===== src/rtl/nr_step_apply_pkg.sv =====
`default_nettype none
// ----------------------------------------------------------------------------
// nr_step_apply_pkg: shared FP constants, flat-vector element select, FSM states
// Rev 1.0
// ----------------------------------------------------------------------------
package nr_step_apply_pkg;

  localparam logic [31:0] FP_ONE     = 32'h3F800000;
  localparam logic [31:0] FP_ZERO    = 32'h00000000;
  localparam logic [31:0] FP_QNAN    = 32'h7FC00000;
  localparam logic [7:0]  FP_EXP_MAX = 8'hFF;

  typedef enum logic [1:0] {
    S_IDLE = 2'd0,
    S_MAC  = 2'd1,
    S_SUB  = 2'd2,
    S_DONE = 2'd3
  } state_t;

  // Narrower vectors are zero-extended by the caller.
  function automatic logic [31:0] sel32(input logic [383:0] v, input logic [3:0] k);
    return v[{k, 5'd0} +: 32];
  endfunction

endpackage
`default_nettype wire


===== src/rtl/nr_step_apply_fmac.sv =====
`default_nettype none
// ----------------------------------------------------------------------------
// nr_fmac: result = c +/- round(a*b), round-to-nearest-even, 2-cycle start->done
// Rev 1.0
// ----------------------------------------------------------------------------
module nr_fmac
  import nr_step_apply_pkg::*;
(
  input  logic        clk,
  input  logic        rst,
  input  logic        start,
  input  logic [31:0] a,
  input  logic [31:0] b,
  input  logic [31:0] c,
  input  logic        neg,
  output logic        done,
  output logic [31:0] result
);

  // Denormal inputs and underflowing results are flushed to signed zero.
  function automatic logic [31:0] fp_pack(input logic s, input logic signed [10:0] e,
                                          input logic [22:0] m, input logic g, input logic st);
    logic [33:0]        t;
    logic signed [10:0] ef;
    t  = {e, m} + {33'd0, g & (st | m[0])};
    ef = t[33:23];
    if (ef <= 11'sd0)   return {s, 31'd0};
    if (ef >= 11'sd255) return {s, FP_EXP_MAX, 23'd0};
    return {s, ef[7:0], t[22:0]};
  endfunction

  function automatic logic [31:0] fp_mul(input logic [31:0] fa, input logic [31:0] fb);
    logic               s, za, zb, ia, ib;
    logic [47:0]        ma, mb, p;
    logic signed [10:0] e;
    s  = fa[31] ^ fb[31];
    za = fa[30:23] == 8'd0;
    zb = fb[30:23] == 8'd0;
    ia = fa[30:23] == FP_EXP_MAX;
    ib = fb[30:23] == FP_EXP_MAX;
    if ((ia && fa[22:0] != 23'd0) || (ib && fb[22:0] != 23'd0) || (ia && zb) || (ib && za))
      return FP_QNAN;
    if (ia || ib) return {s, FP_EXP_MAX, 23'd0};
    if (za || zb) return {s, 31'd0};
    ma = {24'd0, 1'b1, fa[22:0]};
    mb = {24'd0, 1'b1, fb[22:0]};
    p  = ma * mb;
    e  = $signed({3'd0, fa[30:23]}) + $signed({3'd0, fb[30:23]}) - 11'sd127;
    if (p[47]) return fp_pack(s, e + 11'sd1, p[46:24], p[23], |p[22:0]);
    return fp_pack(s, e, p[45:23], p[22], |p[21:0]);
  endfunction

  function automatic logic [31:0] fp_add(input logic [31:0] fa, input logic [31:0] fb);
    logic [31:0]        big, sml;
    logic [7:0]         d;
    logic [26:0]        mb27, ms27, sh, mask;
    logic [27:0]        sum;
    logic [4:0]         lz;
    logic signed [10:0] e;
    logic               ia, ib;
    ia = fa[30:23] == FP_EXP_MAX;
    ib = fb[30:23] == FP_EXP_MAX;
    if ((ia && fa[22:0] != 23'd0) || (ib && fb[22:0] != 23'd0) || (ia && ib && fa[31] != fb[31]))
      return FP_QNAN;
    if (ia) return fa;
    if (ib) return fb;
    if (fb[30:0] > fa[30:0]) begin big = fb; sml = fa; end
    else                     begin big = fa; sml = fb; end
    mb27 = (big[30:23] == 8'd0) ? 27'd0 : {1'b1, big[22:0], 3'd0};
    ms27 = (sml[30:23] == 8'd0) ? 27'd0 : {1'b1, sml[22:0], 3'd0};
    d    = big[30:23] - sml[30:23];
    if (d >= 8'd27) begin
      sh = {26'd0, |ms27};
    end else begin
      mask = (27'd1 << d) - 27'd1;
      sh   = (ms27 >> d) | {26'd0, |(ms27 & mask)};
    end
    sum = (big[31] != sml[31]) ? ({1'b0, mb27} - {1'b0, sh}) : ({1'b0, mb27} + {1'b0, sh});
    // Exact cancellation yields +0 except (-0) + (-0).
    if (sum == 28'd0) return {fa[31] & fb[31], 31'd0};
    e = $signed({3'd0, big[30:23]});
    if (sum[27]) begin
      sum = {1'b0, sum[27:2], sum[1] | sum[0]};
      e   = e + 11'sd1;
    end else begin
      lz = 5'd0;
      for (int i = 0; i < 27; i++) if (sum[i]) lz = 5'(26 - i);
      sum = sum << lz;
      e   = e - $signed({6'd0, lz});
    end
    return fp_pack(big[31], e, sum[25:3], sum[2], |sum[1:0]);
  endfunction

  logic [31:0] prod_q, c_q;
  logic        stage_q;

  always_ff @(posedge clk) begin
    if (rst) begin
      stage_q <= 1'b0;
      done    <= 1'b0;
      prod_q  <= '0;
      c_q     <= '0;
      result  <= '0;
    end else begin
      stage_q <= start;
      done    <= stage_q;
      if (start) begin
        prod_q <= fp_mul(a, b) ^ {neg, 31'd0};
        c_q    <= c;
      end
      if (stage_q) result <= fp_add(prod_q, c_q);
    end
  end

endmodule
`default_nettype wire


===== src/rtl/nr_step_apply.sv =====
`default_nettype none
// ----------------------------------------------------------------------------
// nr_step_apply: delta = invJ*F, x_next = x - delta on one shared fmac, with convergence flag
// Rev 1.0
// ----------------------------------------------------------------------------
module nr_step_apply
  import nr_step_apply_pkg::*;
#(
  parameter logic [31:0] TOL    = 32'h3727C5AC,
  parameter int          ITER_W = 8
) (
  input  logic              clk,
  input  logic              rst,
  input  logic              in_valid,
  output logic              in_ready,
  input  logic [383:0]      invj,
  input  logic [127:0]      f,
  input  logic [95:0]       x,
  output logic              out_valid,
  input  logic              out_ready,
  output logic [95:0]       delta,
  output logic [95:0]       x_next,
  output logic              converged,
  output logic              err,
  output logic [ITER_W-1:0] iter,
  input  logic              clr_iter
);

  state_t       state_q, state_d;
  logic [383:0] invj_q;
  logic [127:0] f_q;
  logic [95:0]  x_q, dwork_q, xwork_q, xn_new;
  logic [1:0]   row_q, col_q;
  logic [31:0]  acc_q, fm_a, fm_b, fm_c, fm_res;
  logic         busy_q, fm_start, fm_done, fm_neg;
  logic         all_small, any_bad, done_entry;

  nr_fmac u_fmac (
    .clk    (clk),
    .rst    (rst),
    .start  (fm_start),
    .a      (fm_a),
    .b      (fm_b),
    .c      (fm_c),
    .neg    (fm_neg),
    .done   (fm_done),
    .result (fm_res)
  );

  always_comb begin
    state_d   = state_q;
    in_ready  = 1'b0;
    out_valid = 1'b0;
    fm_start  = 1'b0;
    fm_a      = sel32(invj_q, {row_q, col_q});
    fm_b      = sel32({256'd0, f_q}, {2'd0, col_q});
    fm_c      = acc_q;
    fm_neg    = 1'b0;
    case (state_q)
      S_IDLE: begin
        in_ready = 1'b1;
        if (in_valid) state_d = S_MAC;
      end
      S_MAC: begin
        fm_start = !busy_q;
        if (fm_done && col_q == 2'd3) state_d = S_SUB;
      end
      S_SUB: begin
        fm_start = !busy_q;
        fm_a     = sel32({288'd0, dwork_q}, {2'd0, row_q});
        fm_b     = FP_ONE;
        fm_c     = sel32({288'd0, x_q}, {2'd0, row_q});
        fm_neg   = 1'b1;
        if (fm_done) state_d = (row_q == 2'd2) ? S_DONE : S_MAC;
      end
      S_DONE: begin
        out_valid = 1'b1;
        if (out_ready) state_d = S_IDLE;
      end
      default: state_d = S_IDLE;
    endcase
  end

  // Flags are evaluated on the final SUB result so they are ready as DONE is entered.
  always_comb begin
    xn_new = xwork_q;
    xn_new[{row_q, 5'd0} +: 32] = fm_res;
    all_small = 1'b1;
    any_bad   = 1'b0;
    for (int i = 0; i < 3; i++) begin
      if (dwork_q[32*i +: 31] >= TOL[30:0]) all_small = 1'b0;
      if (dwork_q[32*i+23 +: 8] == FP_EXP_MAX || xn_new[32*i+23 +: 8] == FP_EXP_MAX) any_bad = 1'b1;
    end
  end

  assign done_entry = (state_q == S_SUB) && fm_done && (row_q == 2'd2);

  always_ff @(posedge clk) begin
    if (rst) begin
      state_q   <= S_IDLE;
      invj_q    <= '0;
      f_q       <= '0;
      x_q       <= '0;
      row_q     <= '0;
      col_q     <= '0;
      acc_q     <= FP_ZERO;
      busy_q    <= 1'b0;
      dwork_q   <= '0;
      xwork_q   <= '0;
      delta     <= '0;
      x_next    <= '0;
      converged <= 1'b0;
      err       <= 1'b0;
      iter      <= '0;
    end else begin
      state_q <= state_d;
      if (fm_start)     busy_q <= 1'b1;
      else if (fm_done) busy_q <= 1'b0;
      if (state_q == S_IDLE && in_valid) begin
        invj_q <= invj;
        f_q    <= f;
        x_q    <= x;
        row_q  <= 2'd0;
        col_q  <= 2'd0;
        acc_q  <= FP_ZERO;
      end
      if (state_q == S_MAC && fm_done) begin
        acc_q <= fm_res;
        if (col_q != 2'd3) col_q <= col_q + 2'd1;
        else               dwork_q[{row_q, 5'd0} +: 32] <= fm_res;
      end
      if (state_q == S_SUB && fm_done) begin
        xwork_q <= xn_new;
        if (row_q != 2'd2) begin
          row_q <= row_q + 2'd1;
          col_q <= 2'd0;
          acc_q <= FP_ZERO;
        end
      end
      if (done_entry) begin
        delta     <= dwork_q;
        x_next    <= xn_new;
        err       <= any_bad;
        converged <= all_small && !any_bad;
      end
      if (clr_iter)                        iter <= '0;
      else if (done_entry && iter != '1)   iter <= iter + ITER_W'(1);
    end
  end

endmodule
`default_nettype wire


===== config.mk =====
export PLATFORM = sky130hd
export DESIGN_NAME = nr_step_apply
export DESIGN_NICKNAME = d
export VERILOG_FILES = /design/src/rtl/nr_step_apply_pkg.sv /design/src/rtl/nr_step_apply_fmac.sv /design/src/rtl/nr_step_apply.sv
export SDC_FILE = /design/constraint.sdc
export NUM_CORES = 2
export LEC_CHECK = 0
export BUFFER_PORTS_ARGS = -buffer_cell sky130_fd_sc_hd__buf_4
export CAP_MARGIN = 20
export CELL_PAD_IN_SITES_DETAIL_PLACEMENT = 0
export CELL_PAD_IN_SITES_GLOBAL_PLACEMENT = 2
export CORE_MARGIN = 2
export CORE_UTILIZATION = 30
export CTS_BUF_LIST = sky130_fd_sc_hd__clkbuf_4
export CTS_CLUSTER_SIZE = 14
export DETAILED_ROUTE_END_ITERATION = 8
export PLACE_DENSITY = 0.78
export SETUP_SLACK_MARGIN = 0.05
export SYNTH_ARGS = -nofsm -noshare
export SYNTH_HDL_FRONTEND = slang
export SYNTH_SLANG_ARGS = --single-unit

===== constraint.sdc =====
create_clock -name clk -period 39.7 [get_ports clk]
set_input_delay 7.94 -clock clk [delete_from_list [all_inputs] [get_ports clk]]
set_output_delay 7.94 -clock clk [all_outputs]
set_load 0.02 [all_outputs]

==> impl_metrics.py <==
metrics = {
    "logic_synthesis": {
        "synth_compound_area_frac": 0.178,
        "synthesis.nets": 11325,
        "yosysSeqAreaShare": 0.289,
        "ys_ff_latch": 1139,
        "syn_area_mm2": 0.0788,
        "synth_top_family_by_area": "simple AND/OR/NAND/NOR gates",
        "yosysMostFrequentCell": "nand2_1",
        "yosysTopAreaCellShare": 0.289,
        "yosys.area.top_type": "dfxtp_1",
        "ys_warn_count": 0,
        "synth-simple-area-share": 0.217,
        "syn_inst": 9958,
        "ys.flop_type": "dfxtp_1",
        "synth_edf_count": 0,
        "synth_common_cells": "2265 x nand2_1, 1139 x dfxtp_1, 1058 x a21oi_1",
        "muxShareOfSynthArea": 0.0587,
        "synth.distinct_cells": 121,
        "synth_xor_area_frac": 0.0229,
        "synth_fa_ha_area_frac": 0.166,
        "avgSynthCellArea_um2": 7.91,
        "synthTopCellsByArea": "dfxtp_1 29%, fa_1 12%, nand2_1 11%",
        "async_flop_share": 0,
    },
    "worst_hold_path": {
        "hold_path.startpoint": "x_q[19]",
        "hold_path_depth": 2,
        "holdPathEnd": "x_q[19]",
        "hold_class": "reg2reg",
    },
    "die": {
        "start_util": 0.301,
        "core_mm2": 0.262,
        "ios": 817,
        "die_area_mm2": 0.267,
        "die_y_um": 517,
        "chipWidth_um": 517,
        "num_rows": 188,
    },
    "setup_path": {
        "crit_family": "compound AO/OA/AOI/OAI gates",
        "critPathMaxStageDelay_ns": 0.70,
        "path_max_fanout": 38,
        "crit_slowest_cell": "inv_1",
        "critPathKind": "reg2reg",
        "worst_setup_path_end_kind": "register",
        "r2r_cells": 57,
        "path_buf_inv": 7,
        "r2r_start": "u_fmac.prod_q[22]",
        "cp.required_ns": 40.92,
        "start_kind": "register",
        "r2r_setup_slack_ns": 23.25,
        "crit_arrival_ns": 17.67,
        "timing.rr.end": "u_fmac.result[28]",
    },
    "clocking": {
        "ctsRootBufferMaster": "clkbuf_4",
        "cts_max_level": 5,
        "cts_sinks": 1139,
        "clock_latency_ns": 1.38,
        "cts_tree": "built",
        "clockBufferDepth": 4,
        "clk_pin_slew_ns": 0.07,
        "post_cts_buffers": 0,
        "numCtsBuffers": 322,
        "ctsHoldBuffers": 0,
        "cts_resized": 0,
    },
    "timing": {
        "rsz0062_at_grt": "false",
        "min_period_ns": 16.45,
        "tightestPinTransition_ns": 1.22,
        "finalSetupTns_ns": 0,
        "setup_violations": 0,
        "min_period_over_period": 0.414,
        "final_max_slew_viol_count": 0,
        "fin_skew_ns": 0.122,
        "maxSlewHeadroom": 0.188,
        "fmax_ghz": 0.0608,
        "hold_viol": 0,
    },
    "global_routing": {
        "grt_max_degree": 225,
        "first_global_vias": 76071,
        "overflow": 0,
        "grt.total_usage": 0.273,
        "grt_pass1_wl_um": 536000,
        "grt_antenna_before_repair": 108,
    },
    "routing": {
        "routedWlPerCell_um": 26.4,
        "drc_errors": 0,
        "postRouteWirelength_um": 377000,
        "vias_per_cell": 5.39,
        "drt_iter0_drc": 6562,
        "ant_nets": 0,
        "drt-pass1-iter-count": 6,
        "route.vias.total": 76804,
    },
    "run": {
        "maxCapViolCount": 0,
    },
    "status": {
        "outcome": "finished clean",
    },
    "placed_design": {
        "gp_congestion": 0.972,
        "io_buffers": 816,
        "dp_hpwl_um": 287000,
        "place_inst": 13694,
    },
    "cells_and_area": {
        "fin_nets": 11871,
        "final_layout_size_suffix_gt1_frac": 0.164,
        "area_growth_pct": 16.7,
        "fill_cells": 27903,
        "fin_cells": 14262,
    },
}
-- kinds of logic after synthesis --
kind of cell | after synthesis
AND/OR/NAND/NOR | 3934
buffers and inverters | 1405
AO/OA/AOI/OAI | 2228
flip-flops | 1139
adder cells (fa/ha/maj) | 754
multiplexers | 293
XOR/XNOR | 205
-- stage by stage --
stage	area [µm²]	setup WS, ns	hold slack [ns]	utilization
after floorplan	78800	25.57	0.432	-
after global placement	88100	23.23	0.439	0.336
after detailed placement	88100	23.45	0.443	0.337
after CTS	91800	23.42	0.452	0.351
after global routing	91900	21.93	0.467	0.351
final	92000	23.25	0.452	0.351
-- placed cells by master (no fill, tap or decap), types with 133 or more instances in the layout --
cell,Yosys,layout
a21oi_1,1058,1058
fa_1,484,484
nor2b_1,171,160
nand3_1,211,211
dfxtp_1,1139,1135
mux2i_1,134,134
nor2_1,651,649
o211ai_1,133,133
and2_1,137,135
a31oi_1,144,144
a211oi_1,248,248
clkbuf_4,0,467
buf_4,6,959
ha_1,270,265
xnor2_1,140,138
nand2_1,2265,2263
o21ai_0,179,165
inv_1,654,654
-- registers in the layout, summed over array words and instances, names as in the netlist, 32 cells and up --
signal,flops
xwork_q,96
acc_q,32
x_q,96
dwork_q,96
delta,96
u_fmac.result,32
u_fmac.prod_q,32
x_next,96
invj_q,384
f_q,128
u_fmac.c_q,32
-- worst reg2reg max path, delay by kind of cell, from the launching register on --
kind	cells	cell delay (ns)
fa+ha+maj	6	2.10
mux	2	0.64
compound gates	20	5.40
xor+xnor	1	0.14
simple gates	21	5.30
flops	1	0.44
buf+inv	7	2.34
-- final cells by class --
type | instances | area, µm² | share of cell area
Multi-Input combinational cell | 7414 | 51100 | 0.555
Sequential cell | 1139 | 22800 | 0.248
Timing Repair Buffer | 968 | 7350 | 0.0799
Tap cell | 3515 | 4400 | 0.0478
Clock buffer | 466 | 3500 | 0.0380
Inverter | 659 | 2480 | 0.0270
Clock inverter | 46 | 239 | 0.00260
Antenna cell | 55 | 138 | 0.00150
-- how the worst max path moves through the flow --
stage / depth (start not counted) / slack [ns] / from / end
after floorplan: 50 / 25.57 / col_q[0] / u_fmac.prod_q[12]
after global placement: 55 / 23.23 / u_fmac.prod_q[28] / u_fmac.result[22]
after detailed placement: 58 / 23.45 / u_fmac.prod_q[28] / u_fmac.result[28]
after CTS: 58 / 23.42 / u_fmac.prod_q[27] / u_fmac.result[28]
after global routing: 57 / 21.93 / u_fmac.prod_q[22] / u_fmac.result[28]
final: 57 / 23.25 / u_fmac.prod_q[22] / u_fmac.result[28]
-- routing by layer --
| layer | vias up | wire length, µm | GRT usage | part of all wire |
|---|---|---|---|---|
| met2 | 2909 | 179000 | 0.452 | 0.47 |
| met4 | 66 | 17700 | 0.126 | 0.047 |
| met5 | - | 424 | 0 | 0.0011 |
| met3 | 728 | 28400 | 0.0684 | 0.075 |
| met1 | 38070 | 152000 | 0.332 | 0.40 |
| li1 | 35031 | - | - | - |
Power is not shown: default switching activity piles up to over one toggle a cycle in this logic, so the estimate is an artifact.
